===== src/rtl/db9md_joy_scanner.sv =====
// Two-player DB9 / Mega Drive pad scanner: walks the SELECT line through eight
// phases per player behind the splitter and publishes active-high button words.
module db9md_joy_scanner #(
  parameter int PHASE_CYC  = 512,
  parameter int SETTLE_CYC = 256,
  parameter int FRAME_CYC  = 100000
) (
  input  logic        clk_sys,
  input  logic        reset,
  input  logic [5:0]  joy_in,
  output logic        joy_split,
  output logic        joy_mdsel,
  output logic [15:0] joystick1,
  output logic [15:0] joystick2,
  output logic [1:0]  pad_type1,
  output logic [1:0]  pad_type2,
  output logic        scan_done
);

  // state   | meaning
  // WAIT    | idle gap between scan pairs, lets 6-button pads reset their counter
  // SETTLE  | splitter just switched, wait before driving phases
  // PH0-PH7 | SELECT phases, even = high, odd = low; pins sampled on last cycle
  // COMMIT  | publish current player's word and type, switch player
  typedef enum logic [3:0] {
    S_WAIT, S_SETTLE, S_PH0, S_PH1, S_PH2, S_PH3,
    S_PH4, S_PH5, S_PH6, S_PH7, S_COMMIT
  } state_t;

  localparam int MAX_AB  = (FRAME_CYC > SETTLE_CYC) ? FRAME_CYC : SETTLE_CYC;
  localparam int MAX_CYC = (MAX_AB > PHASE_CYC) ? MAX_AB : PHASE_CYC;
  localparam int CNT_W   = (MAX_CYC > 2) ? $clog2(MAX_CYC) : 1;

  state_t             state, state_nxt;
  logic [CNT_W-1:0]   cnt, term_cnt;
  logic               phase_end;
  logic               mdsel_nxt;
  logic [5:0]         sync1, sync2;
  logic [5:0]         pins;
  logic [11:0]        cap;
  logic               md_det, six_det;
  logic [1:0]         player;
  logic [15:0]        commit_word;
  logic [1:0]         commit_type;

  assign pins = ~sync2;

  always_comb begin
    term_cnt  = CNT_W'(PHASE_CYC - 1);
    state_nxt = state;
    case (state)
      S_WAIT:   term_cnt = CNT_W'(FRAME_CYC - 1);
      S_SETTLE: term_cnt = CNT_W'(SETTLE_CYC - 1);
      S_COMMIT: term_cnt = '0;
      default:  term_cnt = CNT_W'(PHASE_CYC - 1);
    endcase
    phase_end = (cnt == term_cnt);
    if (phase_end) begin
      case (state)
        S_WAIT:   state_nxt = S_SETTLE;
        S_SETTLE: state_nxt = S_PH0;
        S_PH0:    state_nxt = S_PH1;
        S_PH1:    state_nxt = S_PH2;
        S_PH2:    state_nxt = S_PH3;
        S_PH3:    state_nxt = S_PH4;
        S_PH4:    state_nxt = S_PH5;
        S_PH5:    state_nxt = S_PH6;
        S_PH6:    state_nxt = S_PH7;
        S_PH7:    state_nxt = S_COMMIT;
        S_COMMIT: state_nxt = (player == 2'd1) ? S_SETTLE : S_WAIT;
        default:  state_nxt = S_WAIT;
      endcase
    end
    mdsel_nxt = !(state_nxt inside {S_PH1, S_PH3, S_PH5, S_PH7});
  end

  // Pad type and word are derived only from what the detection phases saw.
  always_comb begin
    commit_word = 16'd0;
    commit_type = 2'd0;
    if (!md_det) begin
      commit_word = {10'd0, cap[5:0]};
    end else if (!six_det) begin
      commit_word = {8'd0, cap[7:0]};
      commit_type = 2'd1;
    end else begin
      commit_word = {4'd0, cap};
      commit_type = 2'd2;
    end
  end

  always_ff @(posedge clk_sys) begin
    if (reset) begin
      state     <= S_WAIT;
      cnt       <= '0;
      sync1     <= '1;
      sync2     <= '1;
      cap       <= '0;
      md_det    <= 1'b0;
      six_det   <= 1'b0;
      player    <= 2'd1;
      joy_split <= 1'b1;
      joy_mdsel <= 1'b1;
      joystick1 <= '0;
      joystick2 <= '0;
      pad_type1 <= '0;
      pad_type2 <= '0;
      scan_done <= 1'b0;
    end else begin
      sync1     <= joy_in;
      sync2     <= sync1;
      state     <= state_nxt;
      cnt       <= phase_end ? '0 : cnt + CNT_W'(1);
      joy_mdsel <= mdsel_nxt;
      scan_done <= 1'b0;
      if (phase_end) begin
        case (state)
          S_PH0: begin
            cap[0] <= pins[3];
            cap[1] <= pins[2];
            cap[2] <= pins[1];
            cap[3] <= pins[0];
            cap[4] <= pins[4];
            cap[5] <= pins[5];
          end
          S_PH1: begin
            cap[6] <= pins[4];
            cap[7] <= pins[5];
            md_det <= pins[2] & pins[3];
          end
          S_PH3: six_det <= &pins[3:0];
          S_PH5: six_det <= six_det | (&pins[3:0]);
          S_PH6: begin
            cap[8]  <= pins[0];
            cap[10] <= pins[1];
            cap[9]  <= pins[2];
            cap[11] <= pins[3];
          end
          S_COMMIT: begin
            scan_done <= 1'b1;
            if (player == 2'd1) begin
              joystick1 <= commit_word;
              pad_type1 <= commit_type;
              joy_split <= 1'b0;
              player    <= 2'd2;
            end else begin
              joystick2 <= commit_word;
              pad_type2 <= commit_type;
              joy_split <= 1'b1;
              player    <= 2'd1;
            end
          end
          default: ;
        endcase
        // Per-scan captures start clean for every player.
        if (state_nxt == S_SETTLE) begin
          cap     <= '0;
          md_det  <= 1'b0;
          six_det <= 1'b0;
        end
      end
    end
  end

endmodule


===== config.mk =====
export PLATFORM = sky130hd
export DESIGN_NAME = db9md_joy_scanner
export DESIGN_NICKNAME = d
export VERILOG_FILES = /design/src/rtl/db9md_joy_scanner.sv
export SDC_FILE = /design/constraint.sdc
export NUM_CORES = 1
export LEC_CHECK = 0
export CAP_MARGIN = 20
export CORE_ASPECT_RATIO = 1.2
export CORE_MARGIN = 1.5
export CORE_UTILIZATION = 40
export DETAILED_ROUTE_END_ITERATION = 8
export DONT_BUFFER_PORTS = 1
export PLACE_DENSITY = 0.55
export SYNTH_ARGS = -nofsm -noshare
export SYNTH_HDL_FRONTEND = slang
export SYNTH_SLANG_ARGS = --single-unit

===== constraint.sdc =====
create_clock -name clk_sys -period 2.8 [get_ports clk_sys]
set_input_delay 0.42 -clock clk_sys [delete_from_list [all_inputs] [get_ports clk_sys]]
set_output_delay 0.42 -clock clk_sys [all_outputs]
set_load 0.05 [all_outputs]

==> results of run 1 <==
[final timing paths]
check                      startpoint                         to  slack (ps)  depth (start not counted)
setup / recovery  state[0]$_SDFF_PP0_       six_det$_SDFFE_PP0P_         300                          5
hold reg to reg   sync1[0]$_SDFF_PP1_        sync2[0]$_SDFF_PP1_         400                          1
hold / removal                  reset  pad_type2[1]$_SDFFE_PP0P_         120                          1
setup reg to reg  state[0]$_SDFF_PP0_       six_det$_SDFFE_PP0P_         300                          5
[per-layer routing]
metal / global-route usage [%] / up-vias / part of all wire, %
met2: 26.9 / 50 / 49
li1: - / 1220 / -
met1: 19.8 / 1113 / 44
met3: 5.36 / 8 / 4.8
met5: 0 / - / 0
met4: 6.95 / 0 / 1.7
[final cells by class]
type / instances / area [sq um] / share of cell area, %
clock buffers: 10 / 138 / 3.84
clock inverters: 6 / 60.1 / 1.68
inverters: 3 / 11.3 / 0.314
multi-input cells: 248 / 1630 / 45.4
flip-flops and latches: 79 / 1580 / 44.1
well taps: 95 / 119 / 3.32
repair buffers: 6 / 45.0 / 1.26
[power by group through the flow]
stage / Combinational, W / Sequential, W / Clock, W
final: 0.0000522 / 0.00114 / 0.000843
after CTS: 0.0000526 / 0.00114 / 0.000870
after global routing: 0.0000564 / 0.00114 / 0.000926
after global placement: 0.0000523 / 0.00117 / 0
after detailed placement: 0.0000525 / 0.00117 / 0
after floorplan: 0.0000653 / 0.00117 / 0
[stage by stage]
stage                     util [%]  cell area, sq um  hold slack (ps)  total power [W]
final                         44.2              3580              120          0.00204
after detailed placement      41.7              3380              399          0.00122
after floorplan                  -              3370              389          0.00123
after CTS                     44.2              3580              105          0.00207
after global routing          44.2              3580             98.4          0.00213
after global placement        41.7              3380              392          0.00122
[registers in the layout (all words and copies together), names as in the netlist, 4 cells and up]
register and flops:
state 4, joystick2 12, sync1 6, sync2 6
cnt 17, cap 12, joystick1 12
[kinds of logic after synthesis]
logic type               synth area share (%)
buffers and inverters                    4.75
adder cells (fa/ha/maj)                 0.374
multiplexers                             7.60
flip-flops                               47.3
XOR/XNOR                                 4.98
AO/OA/AOI/OAI                            11.5
AND/OR/NAND/NOR                          23.4
other                                   0.112
[cells in the final DEF, fill, tap and decap left out, types with 2 or more instances in the layout]
cell type,Yosys,routed
o2111ai_2,2,2
nor3b_1,2,2
clkbuf_8,0,10
nor4b_1,2,2
o21ai_0,4,4
buf_4,10,6
xor2_1,8,8
or2_0,5,5
nand2_1,23,23
o2bb2ai_1,4,4
nand4_1,6,6
dfxtp_1,79,79
o21ai_2,2,2
clkinvlp_4,0,2
nand3_1,4,4
xnor2_1,11,11
nor2b_1,3,3
inv_1,2,2
and4_1,2,2
nand2b_1,2,2
a21oi_1,11,11
and3_1,7,7
conb_1,1,8
mux2i_1,24,24
nor3_1,12,12
or2_2,12,12
clkinv_2,0,3
a41oi_1,2,2
nor4_1,10,10
nor2_1,47,47
a32o_1,9,9
[worst max-delay path: stages (launching register included)]
cell,delay [ps]
dfxtp_1,440
or2_0,450
nor4b_2,540
o211ai_2,310
nor2_2,470
a41o_1,230
==> metrics.csv, run 1 <==
metric;value;unit
status;finished, final reports clean;
die_w;86.4;um
num_rows;36;
ctsHoldBuffers;0;
power.switching;0.000460;W
place.gp.congestion;0.800;
synth.top_cells.by_area;dfxtp_1 47%, mux2i_1 7.2%, nor2_1 5.3%;
combPwrFrac;2.6;%
antennaDiodeCount;0;
min_period;2500;ps
nFillCells;813;
drv_slew;0;
synth-async-reset-ratio;0;%
drt_first_iter_violations;83;
grt_setup_unrepaired;false;
die_area;8910;sq um
pin_count;47;
antenna_found_initial;0;
grt-ovfl-total;0;
worstHoldPathType;in -> reg;
ys_warn_count;0;
seqPwrFrac;56.1;%
synthCells;349;
setup_violations;0;
clock_power_share;41.4;%
powerDensity;569;nW/um^2
wirelength;6.86;mm
clock.fmax;401;MHz
dp_cells;431;
yosys_most_used_dff;dfxtp_1;
cts-resized-gates;0;
die_y;103;um
drc;0;
numPortBuffers;0;
syn_area;3340;sq um
yosysMostFrequentCell;dfxtp_1;
grt_max_degree;56;
sw_frac_of_total;22.6;%
maxCapViolCount;0;
clock_path_buffers;2;
drive_gt1_share;13.4;%
cp.required;3110;ps
yosysUniqueCellTypes;58;
initial_utilization;41.2;%
area_growth;7.19;%
finalSetupTns;0;ps
vias_per_cell;5.35;
htreeDepth;3;
max-vdd-ir-drop;194;uV
tightest_slew;611;ps
vias;2391;
clock_latency;360;ps
syn_avg_cell_area;9.58;sq um
cts_setup_buffers;0;
instances_no_fill;447;
hold_viol;0;
wl_per_cell;15.3;um
ys_ff_latch;79;
grt_pass1_vias;2256;
core;8110;sq um
grt_pass1_wl;11.2;mm
yosys-top-cells-count;79 x dfxtp_1, 47 x nor2_1, 24 x mux2i_1, 23 x nand2_1;
clkTransAtPathRegs;80;ps
startpoint_type;flip-flop;
finalCritPeriodShare;89.1;%
power.leakage;1.41;nW
crit_arrival;2800;ps
synth_top_area_share;47.3;%
layout.nets;356;
p_int;0.00158;W
finalWorstSetupSlack;305;ps
max-slew-margin-rel;58.9;%
cts_tree;built;
pre_cts_slack;338;ps
ant_nets;0;
path_class;reg -> reg;
cts_buffers;9;
synth.yosys.seq_area_share;47.3;%
clock_skew;9.64;ps
cts_root_buffer;clkbuf_8;
first_pass_iters;4;
crit_path_end_kind;flip-flop;
dp_hpwl;4.77;mm
crit_fanout;13;
grt_usage;16.4;%
clock-sinks;79;
yosys.area.top_type;dfxtp_1;
synth-edff-count;0;
No activity file was read; power rests on OpenSTA's default activity.
==> inputs of run 2 (changes only) <==
--- a/config.mk
+++ b/config.mk
@@ -7,7 +7,6 @@
 export LEC_CHECK = 0
 export CAP_MARGIN = 20
 export CORE_ASPECT_RATIO = 1.2
-export CORE_MARGIN = 1.5
 export CORE_UTILIZATION = 40
 export DETAILED_ROUTE_END_ITERATION = 8
 export DONT_BUFFER_PORTS = 1
==> run 2 against run 1 <==
Non-clock buffer count down 1; clock-buffer cell count down 1; register-to-register slack worse by 20 ps; the run now ends with design-rule violations left; worst setup slack worse by 22 ps.
==> metrics.csv, run 2 (same netlist as run 1, synthesis figures left out) <==
metric;value;unit;change
drc;1;;was 0
dp_hpwl;4.55;mm;was 4.77 mm
numPortBuffers;0;;unchanged
ctsHoldBuffers;0;;unchanged
ff_latch_area;1580;sq um;unchanged
rrSetupSlack;280;ps;was 300 ps
die_y;102;um;was 103 um
wl_per_cell;15.1;um;was 15.3 um
area_growth;6.78;%;was 7.19%
layout.nets;355;;was 356
wirelength;6.73;mm;was 6.86 mm
grt_setup_unrepaired;false;;unchanged
vias;2414;;was 2391
nFillCells;789;;was 813
layout_commonest_cell;dfxtp_1;;unchanged
initial_utilization;41.2;%;unchanged
path_class;reg -> reg;;unchanged
clock.fmax;397;MHz;was 401 MHz
cts-resized-gates;0;;unchanged
cts_buffers;9;;unchanged
grt_pass1_wl;11.3;mm;was 11.2 mm
crit_path_end_kind;flip-flop;;unchanged
max-vdd-ir-drop;213;uV;was 194 uV
cts_tree;built;;unchanged
max-slew-margin-rel;57.8;%;was 58.9%
antenna_found_initial;0;;unchanged
antennaDiodeCount;0;;unchanged
drv_slew;0;;unchanged
r2r-end;cap[6]$_SDFFE_PP0P_;;was six_det$_SDFFE_PP0P_
finalCritPeriodShare;89.9;%;was 89.1%
largest_reg_flops;17;;unchanged
timing.rr.start;state[1]$_SDFF_PP0_;;was state[0]$_SDFF_PP0_
cts_setup_buffers;0;;unchanged
hold_viol;0;;unchanged
tightest_slew;628;ps;was 611 ps
cts_root_buffer;clkbuf_8;;unchanged
ant_nets;0;;unchanged
clock_path_buffers;2;;unchanged
drt_first_iter_violations;87;;was 83
drive_gt1_share;13.1;%;was 13.4%
die_area;8730;sq um;was 8910 sq um
grt_max_degree;56;;unchanged
core;8110;sq um;unchanged
cp.required;3050;ps;was 3110 ps
worstHoldPathType;in -> reg;;unchanged
powerDensity;551;nW/um^2;was 569 nW/um^2
critical_path.endpoint;cap[6]$_SDFFE_PP0P_;;was six_det$_SDFFE_PP0P_
vias_per_cell;5.41;;was 5.35
maxCapViolCount;0;;unchanged
clock_latency;360;ps;about the same
violations;design-rule violations;;
grt-ovfl-total;0;;unchanged
place.gp.congestion;0.748;;was 0.800
htreeDepth;3;;unchanged
power.leakage;1.40;nW;was 1.41 nW
finalSetupTns;0;ps;unchanged
setup_violations;0;;unchanged
pre_cts_slack;300;ps;was 338 ps
clock_skew;11.3;ps;was 9.64 ps
first_pass_iters;6;;was 4
status;complete, but fails checks;;was finished, final reports clean
crit_arrival;2770;ps;was 2800 ps
multiInputGateArea;1630;sq um;unchanged
clkTransAtPathRegs;90;ps;was 80 ps
grt_pass1_vias;2230;;was 2256
top_register;cnt;;unchanged
grt_usage;16.6;%;was 16.4%
min_period;2520;ps;was 2500 ps
pin_count;47;;unchanged
layout_common_cells;79 x dfxtp_1, 47 x nor2_1, 24 x mux2i_1, 23 x nand2_1;;unchanged
crit_fanout;16;;was 13
die_w;85.4;um;was 86.4 um
crit_start;state[1]$_SDFF_PP0_;;was state[0]$_SDFF_PP0_
ff2ff_path_depth;5;;unchanged
clock-sinks;79;;unchanged
finalWorstSetupSlack;283;ps;was 305 ps
num_rows;36;;unchanged
startpoint_type;flip-flop;;unchanged
[run 2: changes by cell type in the layout (fill, tap and decap cells not counted), sizes merged]
cell	delta
bufinv	-1
clkbuf	-1
buf	-1
inv	+2
[run 2: worst max-delay path, stage by stage (launching register included)]
cell and delay [ps]:
dfxtp_1 480, nor4_1 530, mux2i_2 430, o211a_1 410, nand4b_1 250, a32o_1 320
[run 2: through the flow]
stage               area [sq um]  power (W)  util, %  hold WS, ps  cells
CTS                         3570    0.00199     44.0          108    446
global route                3570    0.00205     44.0         93.2    446
finish                      3570    0.00197     44.0          124    446
global placement            3390    0.00122     41.8          391    430
floorplan                   3370    0.00123        -          389    356
detailed placement          3390    0.00122     41.8          393    430
[run 2: area by class of cell]
type	count	share of cell area (%)
clock buffer	9	3.47
clock inverter	7	1.54
inverter	3	0.316
multi-input combinational	248	45.6
sequential	79	44.3
tap	95	3.33
timing repair buffer	5	1.40
[run 2: power by group]
group	internal, W	total, W	switching, W
registers	0.00113	0.00114	0.00000852
logic	0.0000134	0.0000526	0.0000392
clock network	0.000329	0.000771	0.000442
total	0.00148	0.00197	0.000490
[run 2: worst min path at each step]
stage,startpoint,end,slack [ps],cells after the start
2_1_floorplan,sync1[0]$_SDFF_PP1_,sync2[0]$_SDFF_PP1_,390,1
3_3_place_gp,sync1[1]$_SDFF_PP1_,sync2[1]$_SDFF_PP1_,390,1
3_5_place_dp,sync1[1]$_SDFF_PP1_,sync2[1]$_SDFF_PP1_,390,1
4_1_cts,reset,joystick1[10]$_SDFFE_PP0P_,110,1
5_1_grt,reset,joystick2[6]$_SDFFE_PP0P_,90,1
6_report,reset,joystick1[10]$_SDFFE_PP0P_,120,1
[run 2: routing by layer]
layer / track usage, % / up-vias / part of all wire [%]
li1: - / 1220 / -
met1: 20.6 / 1130 / 46
met2: 27.1 / 55 / 48
met3: 5.25 / 9 / 4.9
met4: 6.03 / 0 / 1.4
met5: 0 / - / 0
